--- config.mk ---
export PLATFORM = sky130hd
export DESIGN_NAME = conv_5x5_window_gen
export DESIGN_NICKNAME = d
export VERILOG_FILES = /design/src/rtl/conv_pkg.sv /design/src/rtl/conv_line_buffer.sv /design/src/rtl/conv_5x5_window_gen.sv
export SDC_FILE = /design/constraint.sdc
export NUM_CORES = 1
export LEC_CHECK = 0
export CAP_MARGIN = 30
export CORE_ASPECT_RATIO = 1.25
export CORE_MARGIN = 10
export CORE_UTILIZATION = 50
export DETAILED_ROUTE_END_ITERATION = 10
export PLACE_DENSITY = 0.71
export SETUP_SLACK_MARGIN = 0.2
export SLEW_MARGIN = 40
export SYNTH_ARGS = -nofsm -noshare
export SYNTH_HDL_FRONTEND = slang
export SYNTH_HIERARCHICAL = 1
export SYNTH_SLANG_ARGS = --single-unit
--- constraint.sdc ---
create_clock -name clk -period 5.3 [get_ports clk]
set_input_delay 0.53 -clock clk [delete_from_list [all_inputs] [get_ports clk]]
set_output_delay 0.53 -clock clk [all_outputs]
set_load 0.02 [all_outputs]
--- src/rtl/conv_pkg.sv ---
// Shared constants, FSM state type and tap indexing for the 5x5 window generator.
package conv_pkg;
  localparam int unsigned KERNEL   = 5;
  localparam int unsigned NUM_TAPS = KERNEL * KERNEL;
  localparam int unsigned PIX_W    = 8;
  localparam int unsigned WIN_W    = NUM_TAPS * PIX_W;

  typedef enum logic [0:0] {S_FILL, S_RUN} state_e;

  // r=0 is the oldest row, c=0 the oldest column
  function automatic int unsigned tap_idx(input int unsigned r, input int unsigned c);
    return KERNEL * r + c;
  endfunction
endpackage

--- src/rtl/conv_line_buffer.sv ---
// One image line of storage: combinational read and registered write at the same address,
// so a single accepted pixel reads the previous line's value before overwriting it.
module conv_line_buffer #(
  parameter int unsigned DEPTH = 16,
  parameter int unsigned WIDTH = 8,
  parameter int unsigned AW    = (DEPTH > 1) ? $clog2(DEPTH) : 1
) (
  input  logic             clk,
  input  logic             i_we,
  input  logic [AW-1:0]    i_addr,
  input  logic [WIDTH-1:0] i_wdata,
  output logic [WIDTH-1:0] o_rdata
);
  logic [WIDTH-1:0] r_mem [DEPTH];

  assign o_rdata = r_mem[i_addr];

  always_ff @(posedge clk) begin
    if (i_we) r_mem[i_addr] <= i_wdata;
  end
endmodule

--- src/rtl/conv_5x5_window_gen.sv ---
// Raster-stream to 5x5 window generator: four chained line buffers feed a 5x5 shift array
// whose contents are registered into a single output slot for each valid window position.
module conv_5x5_window_gen #(
  parameter int unsigned IMG_WIDTH  = 16,
  parameter int unsigned IMG_HEIGHT = 16,
  parameter int unsigned PIX_W      = 8
) (
  input  logic                 clk,
  input  logic                 rst_n,
  input  logic                 pix_valid,
  output logic                 pix_ready,
  input  logic [PIX_W-1:0]     pix_data,
  input  logic                 pix_sof,
  output logic                 win_valid,
  input  logic                 win_ready,
  output logic [25*PIX_W-1:0]  win_data,
  output logic [15:0]          win_x,
  output logic [15:0]          win_y,
  output logic                 frame_done
);
  import conv_pkg::*;

  localparam int unsigned LB_AW  = (IMG_WIDTH > 1) ? $clog2(IMG_WIDTH) : 1;
  localparam logic [15:0] X_LAST = 16'(IMG_WIDTH - 1);
  localparam logic [15:0] Y_LAST = 16'(IMG_HEIGHT - 1);
  localparam logic [15:0] Y_FILL = 16'(KERNEL - 2);

  state_e                r_state;
  logic [15:0]           r_x, r_y;
  logic                  r_win_valid, r_frame_done;
  logic [25*PIX_W-1:0]   r_win_data;
  logic [15:0]           r_win_x, r_win_y;
  logic [PIX_W-1:0]      r_win [KERNEL][KERNEL];

  logic                  w_accept, w_emit, w_row_end, w_frame_end;
  logic [15:0]           w_x, w_y;
  logic [PIX_W-1:0]      w_lb_wr [KERNEL-1];
  logic [PIX_W-1:0]      w_lb_rd [KERNEL-1];
  logic [PIX_W-1:0]      w_col [KERNEL];
  logic [PIX_W-1:0]      w_next [KERNEL][KERNEL];
  logic [25*PIX_W-1:0]   w_packed;

  assign pix_ready   = rst_n && (!r_win_valid || win_ready);
  assign w_accept    = pix_valid && pix_ready;
  // An accepted start-of-frame pixel is position (0,0) regardless of the counters
  assign w_x         = pix_sof ? '0 : r_x;
  assign w_y         = pix_sof ? '0 : r_y;
  assign w_row_end   = (w_x == X_LAST);
  assign w_frame_end = w_row_end && (w_y == Y_LAST);
  assign w_emit      = w_accept && !pix_sof && (r_state == S_RUN) && (r_x >= 16'(KERNEL - 1));

  for (genvar i = 0; i < KERNEL - 1; i++) begin : g_lb
    conv_line_buffer #(
      .DEPTH (IMG_WIDTH),
      .WIDTH (PIX_W),
      .AW    (LB_AW)
    ) u_lb (
      .clk     (clk),
      .i_we    (w_accept),
      .i_addr  (w_x[LB_AW-1:0]),
      .i_wdata (w_lb_wr[i]),
      .o_rdata (w_lb_rd[i])
    );
  end

  always_comb begin
    w_lb_wr[0] = pix_data;
    for (int i = 1; i < KERNEL - 1; i++) w_lb_wr[i] = w_lb_rd[i-1];
    w_col[KERNEL-1] = pix_data;
    for (int r = 0; r < KERNEL - 1; r++) w_col[r] = w_lb_rd[KERNEL-2-r];
    for (int r = 0; r < KERNEL; r++) begin
      for (int c = 0; c < KERNEL - 1; c++) w_next[r][c] = r_win[r][c+1];
      w_next[r][KERNEL-1] = w_col[r];
    end
    w_packed = '0;
    for (int r = 0; r < KERNEL; r++) begin
      for (int c = 0; c < KERNEL; c++) w_packed[tap_idx(r, c)*PIX_W +: PIX_W] = w_next[r][c];
    end
  end

  always_ff @(posedge clk) begin
    if (!rst_n) begin
      r_state      <= S_FILL;
      r_x          <= '0;
      r_y          <= '0;
      r_win_valid  <= 1'b0;
      r_win_data   <= '0;
      r_win_x      <= '0;
      r_win_y      <= '0;
      r_frame_done <= 1'b0;
    end else begin
      r_frame_done <= w_accept && w_frame_end;
      if (w_accept) begin
        r_win <= w_next;
        r_x   <= w_row_end ? '0 : w_x + 16'd1;
        if (w_row_end) r_y <= (w_y == Y_LAST) ? '0 : w_y + 16'd1;
        else           r_y <= w_y;
        if (w_frame_end)                     r_state <= S_FILL;
        else if (w_row_end && w_y == Y_FILL) r_state <= S_RUN;
        else if (pix_sof)                    r_state <= S_FILL;
      end
      if (w_emit) begin
        r_win_valid <= 1'b1;
        r_win_data  <= w_packed;
        r_win_x     <= w_x;
        r_win_y     <= w_y;
      end else if (win_ready) begin
        r_win_valid <= 1'b0;
      end
    end
  end

  assign win_valid  = r_win_valid;
  assign win_data   = r_win_data;
  assign win_x      = r_win_x;
  assign win_y      = r_win_y;
  assign frame_done = r_frame_done;
endmodule
==> impl_metrics.csv <==
group,metric,value,unit
run_status,outcome,"completed",
place,globalplace.congestion,0.8305,
drt,drt-pass1-iter-count,5,
cells_and_area,antennaDiodeCount,0,
sta,max_slew_margin,0.4265,
clock_network,numCtsBuffers,89,
global_routing,grt_overflow_total,0,
sta,fin_ws,2068,ps
clock_network,cts_root_buf,"clkbuf_16",
clock_network,cts_setup_buffers,0,
place,dp.cells,3352,
drt,drt-initial-drc-count,1507,
setup_path,path_cells,"clkdlybuf4s50_1, buf_4, nor2b_4, buf_12, mux4_2, a22oi_1, nand2_1",
global_routing,first_global_vias,20240,
place,portBuffers,247,
sta,tightest_slew,857.1,ps
power_and_ir_drop,p_total,14.78,mW
setup_path,critPathArrivalTime,3480,ps
setup_path,cp-start-kind,"primary input",
global_routing,grt_max_degree,157,
drt,num_vias,20380,
cells_and_area,area_growth,18.85,%
drt,viasPerCell,5.789,
drt,drt_drc_violations_left,0,
cells_and_area,layout-drive-gt1-share,0.1375,
cells_and_area,fin_cells,3520,
drt,ant_nets,0,
die,die_h,313.5,um
logic_synthesis,syn_avg_cell_area,14.77,um^2
clock_network,cts.path.max_buffers,3,
die,core,68280,um^2
place,preCtsSetupSlack,1304,ps
logic_synthesis,synth_edf_count,672,
clock_network,clk_latency,670,ps
logic_synthesis,synth_flop_cell,"edfxtp_1",
logic_synthesis,synth_cells,2333,
cells_and_area,nFillCells,5014,
sta,rsz0062_at_grt,"false",
sta,setup_violations,0,
die,io_pins,248,
sta,fmax,309.4,MHz
drt,wl_met1,30810,um
global_routing,track_usage,0.1971,
global_routing,antenna_found_initial,0,
setup_path,end_kind,"register",
hold_path,min_path_type,"in2reg",
sta,setup-tns-final,0,ps
drt,totalWireLength,80380,um
logic_synthesis,syn_nets,2348,
clock_network,cts_tree,"built",
power_and_ir_drop,power_density,360.9,nW/um^2
power_and_ir_drop,leakagePower,12.68,nW
die,die_x,254.8,um
setup_path,critPathSlowestCell,"mux4_2",
logic_synthesis,synth_cell_type_count,57,
drt,wire_per_inst,22.84,um
cells_and_area,layout_common_cells,"edfxtp_1, nand2_1, dfxtp_1",
clock_network,cts_resized,0,
clock_network,cts_hold_buffers,0,
die,dieArea,79900,um^2
die,start_util,0.5048,
sta,period_share,0.6099,
global_routing,grt_pass1_wl,121800,um
clock_network,path_clk_slew,60,ps
setup_path,critPathTopFamily,"buffers and inverters",
die,rows,107,
sta,hold_viol_final,0,
clock_network,clkSinkCount,939,
logic_synthesis,yosys_warnings,6,
logic_synthesis,ys_seq_area_frac,0.7406,
setup_path,worstSetupPathType,"in2reg",
sta,skew,38.72,ps
drt,met2_length,41470,um
sta,holdWs,327.1,ps
drt,maxUsedRoutingLayer,"met4",
logic_synthesis,mappedNetlistArea,34460,um^2
logic_synthesis,synth-seq-cells,939,
setup_path,critical_path_buf_inv_count,3,
cells_and_area,final_common_cell,"edfxtp_1",
place,place_hpwl,50730,um
sta,min_period,3232,ps
setup_path,crit_path_max_fanout,70,
cells_and_area,nNetsFinal,2587,
power_and_ir_drop,ir_drop,0.2674,mV
logic_synthesis,async_flop_share,0,
sta,slew_viol_final,0,
drt,wl_met3,5988,um
flow_run,maxCapViolCount,0,
setup_path,worstPathRequired,5550,ps
setup_path,slowest_delay,590,ps
clock_network,htreeDepth,3,
-- path summary, 6_finish.rpt --
kind,startpoint,slack (ps),cells past startpoint,end
worst min register to register,r_win[9],440,0,r_win[17]
worst max register to register,r_x[2],2100,7,win_data[159]
worst min-delay path,pix_data[0],330,3,win_data[192]
worst max-delay path,pix_sof,2070,7,g_lb[3].u_lb/r_mem[9][4]
-- logic make-up after synthesis --
kind of cell / synth area share
compound gates: 0.06201
simple gates: 0.09287
fa+ha+maj: 0.0007260
flops: 0.7406
buf+inv: 0.02015
mux: 0.08364
-- power breakdown --
part           total, mW  switching, mW  internal (mW)
sequential          7.98         0.0315           7.95
combinational      0.337          0.239         0.0980
clock               6.47           2.70           3.77
-- final cells by class --
type                    instances  area, um^2  share of cell area
flip-flops and latches        939       25520              0.6231
repair buffers                287        2895             0.07068
inverters                       7       41.29            0.001008
clock buffers                 136        2646             0.06460
well taps                     872        1091             0.02664
clock inverters                31       394.1            0.009622
multi-input cells            1248        8369              0.2043
-- synthesized netlist by cell type, drive strengths merged, types with 8 or more instances --
| library cell | instances | area share |
|---|---|---|
| nand2 | 541 | 0.059 |
| buf | 83 | 0.013 |
| edfxtp | 672 | 0.59 |
| nor2b | 15 | 0.0027 |
| mux4 | 128 | 0.084 |
| nand4 | 10 | 0.0018 |
| nor3 | 24 | 0.0035 |
| or4 | 8 | 0.0017 |
| a22oi | 65 | 0.014 |
| nor2 | 66 | 0.0072 |
| nand2b | 10 | 0.0018 |
| and3 | 9 | 0.0016 |
| o21ai | 24 | 0.0035 |
| a21oi | 251 | 0.036 |
| a31oi | 8 | 0.0015 |
| dfxtp | 267 | 0.16 |
| nand3b | 8 | 0.0017 |
| nand3 | 21 | 0.0030 |
| clkbuf | 56 | 0.0062 |
-- flip-flops by register name, summed over array words and instances, names as in the netlist --
register and cells:
win_y 16, win_data 200, win_x 16, r_state 1
g_lb.u_lb/r_mem 512, frame_done 1, r_y 16, r_x 16
win_valid 1, r_win 160
-- through the flow --
| stage | util | cell area (um^2) |
|---|---|---|
| floorplan | - | 34460 |
| global placement | 0.5536 | 37800 |
| detailed placement | 0.5548 | 37880 |
| CTS | 0.5994 | 40920 |
| global route | 0.5999 | 40960 |
| finish | 0.5999 | 40960 |
-- per-layer routing --
layer	GRT usage	vias to the layer above
met5	0	-
met4	0.06838	0
met3	0.03427	139
met2	0.3426	831
met1	0.2446	10230
li1	-	9178
-- tightest hold or removal path, delay by kind of cell --
kind | cells | cell delay (ps)
AOI/OAI and AO/OA | 1 | 60
buffers and inverters | 1 | 230
and+or+nand+nor | 1 | 100
No activity file was read; power rests on OpenSTA's default activity.
